File: config.mk
export PLATFORM = sky130hd
export DESIGN_NAME = hall_sensor_emulator
export DESIGN_NICKNAME = d
export VERILOG_FILES = /design/src/rtl/hall_sensor_emulator.sv
export SDC_FILE = /design/constraint.sdc
export NUM_CORES = 1
export LEC_CHECK = 0
export ABC_AREA = 1
export BUFFER_PORTS_ARGS = -buffer_cell sky130_fd_sc_hd__buf_2
export CAP_MARGIN = 15
export CORE_UTILIZATION = 30
export CTS_CLUSTER_SIZE = 10
export DETAILED_ROUTE_END_ITERATION = 8
export GPL_ROUTABILITY_DRIVEN = 0
export GPL_TIMING_DRIVEN = 0
export REMOVE_ABC_BUFFERS = 1
export SYNTH_ARGS = -nofsm -noshare
export SYNTH_HDL_FRONTEND = slang
export SYNTH_SLANG_ARGS = --single-unit
File: constraint.sdc
create_clock -name clk -period 5.7 [get_ports clk]
set_input_delay 0.285 -clock clk [delete_from_list [all_inputs] [get_ports clk]]
set_output_delay 0.285 -clock clk [all_outputs]
set_load 0.005 [all_outputs]
File: src/rtl/hall_sensor_emulator.sv
`default_nettype none
// ============================================================================
// Module   : hall_sensor_emulator
// Purpose  : Emulates the 3-bit Hall sensor sequence of a turning BLDC rotor
//            at a programmable electrical step rate and direction. It acts as
//            the source end of the hall_signal link into the commutation
//            decoder. A fault input forces the invalid code 3'b000.
// Ports    : clk            - system clock, rising edge
//            rst            - synchronous active-high reset
//            enable         - 1 = rotor turning, 0 = rotor frozen
//            direction      - 0 = forward sequence, 1 = reverse sequence
//            step_period    - clk cycles per Hall step, 0 = stopped
//            inject_fault   - 1 = hall_signal forced to 3'b000
//            hall_signal    - emulated Hall code (registered)
//            sector         - electrical sector 0..5 (registered)
//            step_pulse     - one-cycle pulse on each sector change
//            elec_rev_pulse - one-cycle pulse on each electrical revolution
//            rev_count      - electrical revolution counter, wraps
// Revision : 1.0 - initial release
// ============================================================================
module hall_sensor_emulator #(
    parameter int CNT_WIDTH = 16,
    parameter int REV_WIDTH = 16
) (
    input  logic                 clk,
    input  logic                 rst,
    input  logic                 enable,
    input  logic                 direction,
    input  logic [CNT_WIDTH-1:0] step_period,
    input  logic                 inject_fault,
    output logic [2:0]           hall_signal,
    output logic [2:0]           sector,
    output logic                 step_pulse,
    output logic                 elec_rev_pulse,
    output logic [REV_WIDTH-1:0] rev_count
);

    localparam logic [2:0] c_SECTOR_LAST = 3'd5;
    localparam logic [2:0] c_HALL_FAULT  = 3'b000;
    localparam logic [2:0] c_HALL_RESET  = 3'b001;

    logic [CNT_WIDTH-1:0] counter_q,   counter_d;
    logic [2:0]           sector_q,    sector_d;
    logic [2:0]           hall_q,      hall_d;
    logic                 step_q,      step_d;
    logic                 rev_q,       rev_d;
    logic [REV_WIDTH-1:0] rev_count_q, rev_count_d;

    logic w_running;
    logic w_step_due;
    logic w_sector_valid;

    function automatic logic [2:0] hall_code(input logic [2:0] s);
        logic [2:0] code;
        case (s)
            3'd0:    code = 3'b001;
            3'd1:    code = 3'b011;
            3'd2:    code = 3'b010;
            3'd3:    code = 3'b110;
            3'd4:    code = 3'b100;
            3'd5:    code = 3'b101;
            default: code = 3'b001;
        endcase
        return code;
    endfunction

    // A zero period means stopped, so the subtraction below never underflows
    // when it matters. Using >= lets a shortened period take effect at once.
    assign w_running      = enable && (step_period != '0);
    assign w_step_due     = (counter_q >= (step_period - CNT_WIDTH'(1)));
    assign w_sector_valid = (sector_q <= c_SECTOR_LAST);

    always_comb begin
        counter_d   = counter_q;
        sector_d    = sector_q;
        step_d      = 1'b0;
        rev_d       = 1'b0;
        rev_count_d = rev_count_q;

        if (!w_running) begin
            counter_d = '0;
        end else if (w_step_due) begin
            counter_d = '0;
            if (w_sector_valid) begin
                step_d = 1'b1;
                if (!direction) begin
                    if (sector_q == c_SECTOR_LAST) begin
                        sector_d = 3'd0;
                        rev_d    = 1'b1;
                    end else begin
                        sector_d = sector_q + 3'd1;
                    end
                end else begin
                    if (sector_q == 3'd0) begin
                        sector_d = c_SECTOR_LAST;
                        rev_d    = 1'b1;
                    end else begin
                        sector_d = sector_q - 3'd1;
                    end
                end
            end
        end else begin
            counter_d = counter_q + CNT_WIDTH'(1);
        end

        // Sectors 6/7 cannot be reached normally; recover to sector 0.
        if (!w_sector_valid) begin
            sector_d = 3'd0;
        end

        if (rev_d) begin
            rev_count_d = rev_count_q + REV_WIDTH'(1);
        end

        // Code follows the next sector so hall_signal and sector move together.
        hall_d = inject_fault ? c_HALL_FAULT : hall_code(sector_d);
    end

    always_ff @(posedge clk) begin
        if (rst) begin
            counter_q   <= '0;
            sector_q    <= 3'd0;
            hall_q      <= c_HALL_RESET;
            step_q      <= 1'b0;
            rev_q       <= 1'b0;
            rev_count_q <= '0;
        end else begin
            counter_q   <= counter_d;
            sector_q    <= sector_d;
            hall_q      <= hall_d;
            step_q      <= step_d;
            rev_q       <= rev_d;
            rev_count_q <= rev_count_d;
        end
    end

    assign hall_signal    = hall_q;
    assign sector         = sector_q;
    assign step_pulse     = step_q;
    assign elec_rev_pulse = rev_q;
    assign rev_count      = rev_count_q;

endmodule
`default_nettype wire

# Word level (Yosys, flattened, before mapping)
# Cells that the tools add are included.
[op_classes]
add_sub_neg = 5
magnitude_cmp = 2
n_eq_ne = 6
muxes = 15
bitwise = 2
n_reduce_logical = 6
[op_table]
columns = ["op", "count"]
rows = [
  ["adder 16 x 1 -> 16 bit, second input constant", 2],
  ["two-way mux 3 bit", 6],
  [">= comparator 16 bit", 1],
  ["nonzero test 16 bit", 1],
  ["subtractor 16 x 1 -> 16 bit, second input constant", 1],
  ["one-hot mux 3 bit (5 select lines)", 1],
  ["== test 3 bit, second input constant", 3],
  ["two-way mux 1 bit", 8],
  ["== test 3 x 2 -> 1 bit, second input constant", 2],
  ["OR reduction 3 bit", 2],
  ["adder 3 x 1 -> 3 bit, second input constant", 1],
  ["== test 3 x 1 -> 1 bit, second input constant", 1],
  ["less-or-equal comparator 3 bit, second input constant", 1],
  ["logical NOT 3 bit", 1],
  ["subtractor 3 x 1 -> 3 bit, second input constant", 1],
  ["NOT 1 bit", 2],
  ["OR reduction 2 bit", 1],
  ["logical AND 1 bit", 1],
]
[totals]
ff_bits = 40
input_bits = 21
output_inout_bits = 24
elab_cells = 43

# Depth between registers and ports, before layout
# Gate-level depths: netlist of the first run.
[logic_depth]
ltp_word = 9
depth_mapped = 22
ltp_nobuf = 22

# Least setup slack after synthesis of the first run
# Ideal clock, no wire load.
[synth_timing]
path_kind = "input port to flip-flop"
from = "input port step_period[2]"
to = "register hall_q[0], in the netlist hall_signal[0]"
setup_ns = 0.116
t_arrival_ns = 2.699
required_ns = 5.584
path_slack_ns = 2.885
stages = 21
path_buffers = 0
path_cell_list = "or2_1 nor2_2 nand2_2 nor3_4 nand2_2 nor2_4 nand3_2 nor3_2 xor2_1 inv_1 ha_1 a21oi_1 o21ai_0 a21oi_1 nand2_2 nand2_4 nand2_1 nand3_1 nand3_1 nand3_1 nand2_1"
[synth_between]
elab_chain_len = 8
word_cells_on_any_way = 14
classes_between = "add/sub (1); order compare (1); eq/ne (5); mux (5); reduce/logical (2)"
[synth_lines]
columns = ["item", "line", "source"]
rows = [
  ["start, declared", "29", "input logic [CNT_WIDTH-1:0] step_period,"],
  ["subtractor 16 x 1 -> 16 bit", "70", "assign w_step_due = (counter_q >= (step_period - CNT_WIDTH'(1)));"],
  [">= comparator 16 bit", "70", ""],
  ["two-way mux 3 bit", "82", "end else if (w_step_due) begin"],
  ["two-way mux 3 bit *", "80", "if (!w_running) begin"],
  ["two-way mux 3 bit *", "107", "if (!w_sector_valid) begin"],
  ["== test 3 bit, or another cell as far along", "55", "case (s)"],
  ["one-hot mux 3 bit (5 select lines) *", "55", ""],
  ["two-way mux 1 bit *", "116", "hall_d = inject_fault ? c_HALL_FAULT : hall_code(sector_d);"],
  ["end signal, assigned", "123", "hall_q <= c_HALL_RESET;"],
  ["end signal, assigned", "130", "hall_q <= hall_d;"],
  ["end, declared", "44", "logic [2:0] hall_q, hall_d;"],
]
# Mark *: on every way between the ends. The rest lies on a longest branch, timed or not.
# A chain may end at the register's enable or synchronous reset.

# Worst setup path after layout of the first run
[layout_timing]
from = "input port step_period[0]"
to = "register rev_count_q[4], in the netlist rev_count[4]"
[layout_between]
elab_chain_len = 4
word_cells_on_any_way = 6
classes_between = "add/sub (1); order compare (1); mux (2); reduce/logical (2)"
[layout_lines]
columns = ["item", "line", "source"]
rows = [
  ["subtractor 16 x 1 -> 16 bit", "70", ""],
  [">= comparator 16 bit", "70", ""],
  ["two-way mux 1 bit", "82", ""],
  ["two-way mux 1 bit *", "80", ""],
  ["end signal, assigned", "133", "rev_count_q <= rev_count_d;"],
  ["end, declared", "47", "logic [REV_WIDTH-1:0] rev_count_q, rev_count_d;"],
]
# Marked as above.

==> results.sh, run 1 <==
export IMPL_outcome="completed"
export IMPL_maxSlewHeadroom=0.5380
export IMPL_finalSetupViolations=0
export IMPL_synth_top_area_share=0.3003
export IMPL_synthFlopType="dfxtp_1"
export IMPL_die_x_um=96.28
export IMPL_dpl_hpwl_um=4140
export IMPL_finalCritPeriodShare=0.5721
export IMPL_routed_via_density=4.508
export IMPL_antenna_found_initial=0
export IMPL_die_h_um=96.28
export IMPL_period_minus_slack_ns=3.261
export IMPL_critPathRequiredTime_ns=5.89
export IMPL_min_to="hall_signal[2]"
export IMPL_drive_above_1_share=0.1929
export IMPL_clock_latency_ns=0.30
export IMPL_fp_dieArea_um2=9269
export IMPL_yosysMostFrequentCell="nand2_1"
export IMPL_hp_start="inject_fault"
export IMPL_yosysUniqueCellTypes=37
export IMPL_port_buffers=44
export IMPL_cts_root_buf="clkbuf_8"
export IMPL_maxSlewViolCount=0
export IMPL_clockBufferDepth=2
export IMPL_drt_wl_total_um=5308
export IMPL_grt_max_degree=17
export IMPL_initial_core_util=0.3072
export IMPL_hp_class="in2reg"
export IMPL_timing_critical_path_cells="buf_2 > inv_1 > ha_1 > nand3_1 > nor4_1 > nand3_1 > nor2_1 > xor2_1 > inv_1 > ha_1 > nand2_1 > o21ai_0 > a21oi_1 > nand2_2 > nand3_4 > inv_2 > nand3_1 > o21ai_0 > nor2_1"
export IMPL_drc=0
export IMPL_hold_viol_final=0
export IMPL_synth_top_family_by_area="simple AND/OR/NAND/NOR gates"
export IMPL_regArea_um2=800.8
export IMPL_grt_first_pass_wirelength_um=8742
export IMPL_worst_pin_slew_ns=0.6910
export IMPL_yosys_register_bits=40
export IMPL_ant_nets=0
export IMPL_drt_first_pass_iters=4
export IMPL_synth_area_mux_share=0
export IMPL_numCtsBuffers=5
export IMPL_synthSimpleGateAreaFrac=0.3543
export IMPL_arrival_ns=3.45
export IMPL_nFillCells=973
export IMPL_cts_tree="yes"
export IMPL_final_net_count=460
export IMPL_ctsHoldBuffers=0
export IMPL_multiInputGateArea_um2=1638
export IMPL_pwr_share_seq=0.532
export IMPL_wl_per_cell_um=10.05
export IMPL_p_per_area_nw_per_um2=172.0
export IMPL_p_int_w=0.0003959
export IMPL_critPathKind="in2reg"
export IMPL_path_buf_inv=4
export IMPL_synth_edf_count=0
export IMPL_maxCapViolCount=0
export IMPL_grt_pass1_vias=2058
export IMPL_post_cts_resized=0
export IMPL_r2r_end="rev_count[4]"
export IMPL_rows=34
export IMPL_end_kind="flip-flop"
export IMPL_pin_count=45
export IMPL_pwr_share_comb=0.090
export IMPL_max_freq_mhz=306.7
export IMPL_async_reset_ff_frac=0
export IMPL_power_leakage_nw=1.428
export IMPL_skew_ns=0.006413
export IMPL_cp_top_family="simple AND/OR/NAND/NOR gates"
export IMPL_setup_tns_final_ns=0
export IMPL_cts_max_level=2
export IMPL_reg2reg_depth=13
export IMPL_power_w=0.0005282
export IMPL_yosysWarnings=0
export IMPL_crit_top_cell="nand3_1"
export IMPL_synth_adder_area_share=0.09385
export IMPL_grt_ovfl_total=0
export IMPL_setup_worst_path_start_class="input port"
export IMPL_rsz0062_at_grt="no"
export IMPL_ys_seq_area_frac=0.3003
export IMPL_ir_drop_v=0.00008492
export IMPL_cts_sinks=40
export IMPL_synth_xor_area_share=0.08541
export IMPL_gr_usage_all_layers=0.1190
export IMPL_cp_max_fo=14
export IMPL_synthesis_area_um2=2666
export IMPL_hold_depth=4
export IMPL_swShare=0.2504
export IMPL_yosysTopAreaCell="dfxtp_1"
export IMPL_core_area_um2=8678
export IMPL_synthTopCellsByCount="76 x nand2_1, 48 x inv_1, 42 x nor2_1"
export IMPL_max_stage_delay_ns=0.37
export IMPL_clkTransAtPathRegs_ns=0.08
export IMPL_cp_slowest_cell="nor4_1"
export IMPL_synthTopCellsByArea="dfxtp_1 30%, nand2_1 11%, ha_1 9.4%"
export IMPL_drt_iter0_drc=63
export IMPL_synth_compound_area_frac=0.08071
export IMPL_vias=2380
export IMPL_regToRegSetupSlack_ns=3.45
export IMPL_r2r_start="counter_q[0]"
export IMPL_post_cts_setup_buffer_count=0
export IMPL_n_antenna_cell=0
export IMPL_clock_power_share=0.377
export IMPL_syn2layout_area_growth_pct=15.16
export IMPL_switching_power_w=0.0001323
export IMPL_synthCells=374
export IMPL_avgSynthCellArea_um2=7.129
[flip-flops by register name (all words and copies together), names as in the netlist]
register	flops
sector	3
step_pulse	1
hall_signal	3
rev_count	16
elec_rev_pulse	1
counter_q	16
[power groups by stage]
stage / Sequential [W] / Clock [W] / Combinational, W
floorplan: 0.000288 / 0 / 0.0000297
global placement: 0.000288 / 0 / 0.0000467
detailed placement: 0.000288 / 0 / 0.0000482
CTS: 0.000281 / 0.000206 / 0.0000484
global route: 0.000282 / 0.000217 / 0.0000549
finish: 0.000281 / 0.000199 / 0.0000478
[per-stage QoR]
step                      worst slack (ns)  instances  area, um2    util  hold slack (ns)
after floorplan                      2.724        368       2623       -           0.3541
after global placement               2.147        520       2978  0.3431           0.4743
after detailed placement             2.074        520       2978  0.3431           0.4807
after CTS                            2.380        528       3070  0.3538           0.2403
after global routing                 2.002        528       3070  0.3538           0.2451
final                                2.439        528       3070  0.3538           0.2469
[worst max-delay path by stage]
stage,startpoint,to,slack (ns),cells past startpoint
floorplan,step_period[2],rev_count[4],2.72,20
global placement,step_period[0],rev_count[4],2.15,19
detailed placement,step_period[0],counter_q[13],2.07,15
CTS,step_period[0],counter_q[13],2.38,15
global route,step_period[0],rev_count[4],2.00,19
finish,step_period[0],rev_count[4],2.44,19
[cell type report]
type                            instances  area share
Multi-Input combinational cell        279      0.5334
Sequential cell                        40      0.2608
Timing Repair Buffer                   44     0.07172
Inverter                               49     0.05990
Tap cell                              108     0.04401
Clock buffer                            6     0.02689
Clock inverter                          2    0.003260
[routing by layer]
metal  track usage  wire (um)  vias up
met5             0          0        -
met4       0.03856         72        0
met3       0.02923        191        7
met2        0.2004       2521       32
met1        0.1478       2523     1050
li1              -          -     1291
[worst register-to-register path: stages (launching register included)]
cell and delay [ns]:
dfxtp_1 0.42, inv_1 0.06, ha_1 0.27, nand4_1 0.08, nor2_1 0.10, nor2_1 0.04, nand2_1 0.07, nand2_1 0.09
nand2_2 0.16, nand3_4 0.19, inv_2 0.27, nand3_1 0.16, o21ai_0 0.18, nor2_1 0.07
[layout by cell type (no fill, tap or decap), types with 6 or more instances in the layout]
cell / count
o21ai_0: 7
buf_2: 44
xor2_1: 15
nor2_2: 7
xnor2_1: 11
inv_1: 48
a21oi_1: 28
clkbuf_8: 6
nand2_1: 76
dfxtp_1: 40
nor3_1: 8
ha_1: 20
nand3_1: 24
nand4_1: 8
nor2_1: 42
[kinds of logic (layout without fill, tap and decap cells)]
kind of cell | count (synthesis) | in the layout
buffers and inverters | 55 | 101
AND/OR/NAND/NOR | 193 | 193
adder cells (fa/ha/maj) | 20 | 20
AO/OA/AOI/OAI | 40 | 40
XOR/XNOR | 26 | 26
flip-flops | 40 | 40
No activity file was read; power rests on OpenSTA's default activity.
==> inputs of run 2 (changes only) <==
==> constraint.sdc (replaced) <==
create_clock -name clk -period 2.6 [get_ports clk]
set_input_delay 0.13 -clock clk [delete_from_list [all_inputs] [get_ports clk]]
set_output_delay 0.13 -clock clk [all_outputs]
set_load 0.005 [all_outputs]
==> run 2 against run 1 <==
Compared with the run above:
- count of clock-buffer cells in the layout unchanged
- the flow now finishes with violations (negative setup slack)
- power up 120%
- cell count up 4.2%
- highest routed layer unchanged
- clock power up 120%
- largest power group unchanged
- routed wire length up 11%
- worst hold slack worse by 0.15 ns
- flip-flop and latch count unchanged
==> results.sh, run 2 (synthesized netlist as in run 1, its figures left out) <==
export IMPL_hp_class="in2reg"
export IMPL_drc=0
export IMPL_cts_max_level=2
export IMPL_hold_depth=4
export IMPL_outcome="complete, but fails checks"
export IMPL_r2r_start="counter_q[7]"
export IMPL_final_net_count=482
export IMPL_swShare=0.2567
export IMPL_core_area_um2=8678
export IMPL_min_to="hall_signal[1]"
export IMPL_pwr_share_comb=0.110
export IMPL_max_stage_delay_ns=0.29
export IMPL_die_h_um=96.28
export IMPL_placed_area_um2=2978
export IMPL_cts_sinks=40
export IMPL_ctsHoldBuffers=0
export IMPL_layout_common_cells="69 x nand2_1, 48 x inv_1, 41 x buf_2"
export IMPL_numCtsBuffers=5
export IMPL_die_x_um=96.28
export IMPL_cp_top_family="simple AND/OR/NAND/NOR gates"
export IMPL_cts_tree="yes"
export IMPL_p_per_area_nw_per_um2=336.9
export IMPL_worst_pin_slew_ns=0.7097
export IMPL_reg2reg_depth=15
export IMPL_cp_max_fo=8
export IMPL_vias=2514
export IMPL_rows=34
export IMPL_pre_cts_ws_ns=-0.8712
export IMPL_clkTransAtPathRegs_ns=0.08
export IMPL_grt_ovfl_total=0
export IMPL_setup_tns_final_ns=-0.005384
export IMPL_r2r_end="rev_count[6]"
export IMPL_p_int_w=0.0008815
export IMPL_ir_drop_v=0.0001888
export IMPL_grt_pass1_vias=2155
export IMPL_n_antenna_cell=0
export IMPL_initial_core_util=0.3072
export IMPL_timing_critical_path_cells="buf_6 > or2_4 > nor2_4 > nand2_2 > nor3_4 > nand2_2 > nor2_4 > nand3_2 > nor3_2 > xor2_1 > inv_1 > ha_4 > nand2_4 > nor3_4 > nand2_2 > nand2_4 > nand3_4 > inv_8 > buf_6 > nand2_4 > o21ai_2 > a21oi_2"
export IMPL_critPathRequiredTime_ns=2.79
export IMPL_drt_first_pass_iters=4
export IMPL_syn2layout_area_growth_pct=32.00
export IMPL_power_leakage_nw=1.604
export IMPL_switching_power_w=0.0003044
export IMPL_clockBufferDepth=2
export IMPL_pin_count=45
export IMPL_maxCapViolCount=0
export IMPL_finalSetupViolations=1
export IMPL_pwr_share_seq=0.520
export IMPL_gr_usage_all_layers=0.1263
export IMPL_end_kind="flip-flop"
export IMPL_drive_above_1_share=0.3213
export IMPL_finalWorstSetupSlack_ns=-0.005384
export IMPL_grt_max_degree=16
export IMPL_max_freq_mhz=383.8
export IMPL_path_buf_inv=4
export IMPL_rsz0062_at_grt="yes"
export IMPL_dpl_hpwl_um=4140
export IMPL_clock_latency_ns=0.30
export IMPL_cts_root_buf="clkbuf_8"
export IMPL_routed_via_density=4.571
export IMPL_maxSlewViolCount=0
export IMPL_period_minus_slack_ns=2.605
export IMPL_cp_slowest_cell="ha_4"
export IMPL_port_buffers=44
export IMPL_ant_nets=0
export IMPL_failed_checks="negative setup slack"
export IMPL_drt_wl_total_um=5892
export IMPL_antenna_found_initial=0
export IMPL_hp_start="inject_fault"
export IMPL_skew_ns=0.007090
export IMPL_final_area_um2=3520
export IMPL_maxSlewHeadroom=0.5232
export IMPL_critPathKind="in2reg"
export IMPL_clock_power_share=0.370
export IMPL_regToRegSetupSlack_ns=0.64
export IMPL_arrival_ns=2.80
export IMPL_hold_viol_final=0
export IMPL_power_w=0.001186
export IMPL_grt_first_pass_wirelength_um=9259
export IMPL_final_common_cell="nand2_1"
export IMPL_fp_dieArea_um2=9269
export IMPL_setup_worst_path_start_class="input port"
export IMPL_wl_per_cell_um=10.71
export IMPL_drt_iter0_drc=67
export IMPL_finalCritPeriodShare=1.002
==> run 2: changes by cell type in the layout (fill, tap and decap cells not counted), moves of 5 or more <==
| cell | previous run | this run |
|---|---|---|
| nor2_1 | 42 | 36 |
| buf_6 | 0 | 11 |
| a21oi_2 | 2 | 8 |
| buf_4 | 0 | 14 |
| nand3_2 | 3 | 8 |
| nand2_1 | 76 | 69 |
| a21oi_1 | 28 | 22 |
| nand3_1 | 24 | 17 |
==> run 2: stage by stage <==
step	util	hold WS, ns	instances
2_1_floorplan	-	0.1991	368
6_report	0.4056	0.09688	550
4_1_cts	0.3819	0.08530	543
3_3_place_gp	0.3431	0.4067	520
3_5_place_dp	0.3431	0.4098	520
5_1_grt	0.4056	0.09785	550
==> run 2: timing repair <==
action / CTS / global route
pin swaps: 24 / 23
buffers inserted: 15 / 6
resized for setup: 32 / 37
setup endpoints to repair: 38 / 39
cloned: 0 / 1
==> run 2: worst max path at each step <==
stage / startpoint / endpoint / slack [ns] / cells past startpoint
5_1_grt: step_period[1] / hall_signal[0] / -0.25 / 23
2_1_floorplan: step_period[2] / rev_count[4] / -0.22 / 20
3_5_place_dp: step_period[0] / counter_q[13] / -0.87 / 15
4_1_cts: step_period[3] / rev_count[14] / -0.09 / 21
6_report: step_period[1] / rev_count[6] / -0.005 / 22
3_3_place_gp: step_period[0] / rev_count[4] / -0.80 / 19
==> run 2: power by group through the flow <==
stage | registers, W | clock network, W | logic (W)
global route | 0.000617 | 0.000476 | 0.000148
floorplan | 0.000631 | 0 | 0.0000652
detailed placement | 0.000631 | 0 | 0.000106
finish | 0.000617 | 0.000439 | 0.000131
CTS | 0.000617 | 0.000451 | 0.000119
global placement | 0.000631 | 0 | 0.000102
==> run 2: worst min-delay path, delay by kind of cell <==
kind,cells,cell delay [ns]
AOI/OAI and AO/OA,1,0.03
buffers and inverters,2,0.12
and+or+nand+nor,1,0.07
==> run 2: layout make-up <==
cell class	count	area, um2
fill	922	5159
multi-input combinational	279	1866
sequential	40	800.8
timing repair buffer	66	434.2
inverter	49	191.4
tap	108	135.1
clock buffer	6	82.58
clock inverter	2	10.01
==> run 2: per-layer routing <==
metal / up-vias / wire (um) / track usage
met2: 22 / 2912 / 0.2151
met1: 1144 / 2741 / 0.1550
met4: 0 / 74 / 0.03980
met3: 6 / 164 / 0.03160
met5: - / 0 / 0
li1: 1342 / - / -
==> inputs of run 3 (changes only) <==
--- a/config.mk
+++ b/config.mk
@@ -8,6 +8,7 @@
 export ABC_AREA = 1
 export BUFFER_PORTS_ARGS = -buffer_cell sky130_fd_sc_hd__buf_2
 export CAP_MARGIN = 15
+export CORE_MARGIN = 2
 export CORE_UTILIZATION = 30
 export CTS_CLUSTER_SIZE = 10
 export DETAILED_ROUTE_END_ITERATION = 8
==> constraint.sdc (replaced) <==
create_clock -name clk -period 3 [get_ports clk]
set_input_delay 0.15 -clock clk [delete_from_list [all_inputs] [get_ports clk]]
set_output_delay 0.15 -clock clk [all_outputs]
set_load 0.01 [all_outputs]
==> run 3 against run 2 <==
Compared with the run above:
- the flow now finishes without violations
- routed wire length decreased by 2.5%
- design area decreased by 5.1%
- clock power about the same
- global-route usage decreased by 0.81 points
- utilization decreased by 2.1 points
- non-clock buffer count decreased by 7
- sequential power decreased by 13%
- flip-flop and latch count unchanged
- via count decreased by 0.76%
- sequential share of layout area increased by 1.2 points
- critical path type unchanged
- critical endpoint is now rev_count[11]
- largest cell class unchanged
- highest routed layer unchanged
==> results.sh, run 3 (synthesized netlist as in run 1, its figures left out) <==
export IMPL_routed_via_density=4.578
export IMPL_final_common_cell="nand2_1"
export IMPL_die_h_um=98.28
export IMPL_finalCritPeriodShare=0.9442
export IMPL_port_buffers=44
export IMPL_layout_common_cells="74 x nand2_1, 48 x inv_1, 41 x nor2_1"
export IMPL_gr_usage_all_layers=0.1182
export IMPL_power_w=0.001084
export IMPL_hold_depth=4
export IMPL_final_net_count=477
export IMPL_outcome="completed"
export IMPL_numCtsBuffers=5
export IMPL_grt_ovfl_total=0
export IMPL_wl_per_cell_um=10.54
export IMPL_route_met2_wl_um=2809
export IMPL_clockBufferDepth=2
export IMPL_initial_core_util=0.3072
export IMPL_period_minus_slack_ns=2.833
export IMPL_grt_first_pass_wirelength_um=9522
export IMPL_max_freq_mhz=353.0
export IMPL_drive_above_1_share=0.2471
export IMPL_grt_max_degree=16
export IMPL_hold_viol_final=0
export IMPL_ctsHoldBuffers=0
export IMPL_drt_first_pass_iters=4
export IMPL_cts_root_buf="clkbuf_8"
export IMPL_r2r_end="rev_count[11]"
export IMPL_wl_met3_um=197
export IMPL_clock_latency_ns=0.30
export IMPL_critPathKind="in2reg"
export IMPL_grt_pass1_vias=2200
export IMPL_n_antenna_cell=0
export IMPL_finalSetupViolations=0
export IMPL_pin_count=45
export IMPL_wirelength_met1_um=2696
export IMPL_hp_start="inject_fault"
export IMPL_power_leakage_nw=1.563
export IMPL_cts_sinks=40
export IMPL_antenna_found_initial=0
export IMPL_worst_pin_slew_ns=0.6252
export IMPL_maxSlewViolCount=0
export IMPL_fp_dieArea_um2=9658
export IMPL_rsz0062_at_grt="yes"
export IMPL_dp_cells=520
export IMPL_instances_no_fill=545
export IMPL_p_per_area_nw_per_um2=324.7
export IMPL_ir_drop_v=0.0001668
export IMPL_drt_wl_total_um=5742
export IMPL_skew_ns=0.01166
export IMPL_syn2layout_area_growth_pct=25.25
export IMPL_top_layer_used="met4"
export IMPL_critPathRequiredTime_ns=3.18
export IMPL_reg2reg_depth=14
export IMPL_core_area_um2=8678
export IMPL_cp_max_fo=6
export IMPL_r2r_start="counter_q[0]"
export IMPL_die_x_um=98.28
export IMPL_rows=34
export IMPL_hp_class="in2reg"
export IMPL_dpl_hpwl_um=4210
export IMPL_setup_worst_path_start_class="input port"
export IMPL_cts_tree="yes"
export IMPL_cts_max_level=2
export IMPL_drt_iter0_drc=75
export IMPL_vias=2495
export IMPL_maxSlewHeadroom=0.5800
export IMPL_ant_nets=0
export IMPL_maxCapViolCount=0
export IMPL_regToRegSetupSlack_ns=0.97
export IMPL_end_kind="flip-flop"
export IMPL_arrival_ns=3.01
export IMPL_min_to="hall_signal[2]"
export IMPL_drc=0
export IMPL_clkTransAtPathRegs_ns=0.09
export IMPL_fin_util=0.3848
-- run 3: timing repair --
item | CTS | global route
gates resized for setup | 2 | 28
pin swaps | 1 | 19
setup endpoints to repair | 19 | 18
gates cloned | 0 | 2
buffers inserted | 2 | 13
-- run 3: stage by stage --
step           area [um2]  setup WS, ns  hold WS, ns  setup TNS, ns
6_report             3339        0.1675       0.1185              0
5_1_grt              3339      -0.05585       0.1206        -0.1388
4_1_cts              3109       0.02520       0.1127              0
3_5_place_dp         2978       -0.5014       0.4300         -11.00
3_3_place_gp         2978       -0.4197       0.4269         -9.178
2_1_floorplan        2623        0.1594       0.2191              0
-- run 3: critical path: stages --
cell and delay (ns):
buf_4 0.12, or2_4 0.24, nor2_4 0.08, nand2_2 0.07, nor3_4 0.20, nand2_2 0.11, nor2_4 0.13, nand3_2 0.09
nor3_2 0.19, xor2_1 0.15, inv_1 0.09, ha_4 0.26, a21oi_2 0.14, o21ai_2 0.07, a21oi_2 0.19, nand2_4 0.12
nand3_4 0.18, buf_4 0.15, inv_4 0.04, buf_4 0.12, nand2_1 0.05, a21oi_1 0.05
-- run 3: layout make-up --
| class | instances | area [um2] |
|---|---|---|
| sequential | 40 | 800.8 |
| clock inverter | 2 | 35.03 |
| timing repair inverter | 1 | 6.256 |
| tap | 108 | 135.1 |
| fill | 924 | 5339 |
| multi-input combinational | 280 | 1737 |
| clock buffer | 6 | 72.57 |
| inverter | 49 | 191.4 |
| timing repair buffer | 59 | 361.6 |
-- run 3: routing by layer --
metal | GRT usage | vias up
li1 | - | 1332
met1 | 0.1452 | 1131
met2 | 0.2050 | 30
met3 | 0.03150 | 2
met4 | 0.03161 | 0
met5 | 0 | -
-- run 3: how the worst max path moves through the flow --
stage,slack (ns),from,depth (start not counted),to
2_1_floorplan,0.16,step_period[2],20,rev_count[4]
3_3_place_gp,-0.42,step_period[0],19,rev_count[4]
3_5_place_dp,-0.50,step_period[0],15,counter_q[13]
4_1_cts,0.03,step_period[2],21,rev_count[4]
5_1_grt,-0.06,step_period[3],21,rev_count[14]
6_report,0.17,step_period[2],22,rev_count[11]
-- run 3: power breakdown --
group          internal, W  switching, W  total [W]
combinational    0.0000456     0.0000627   0.000108
clock             0.000247      0.000195   0.000442
sequential        0.000532    0.00000195   0.000534
total             0.000825      0.000259    0.00108
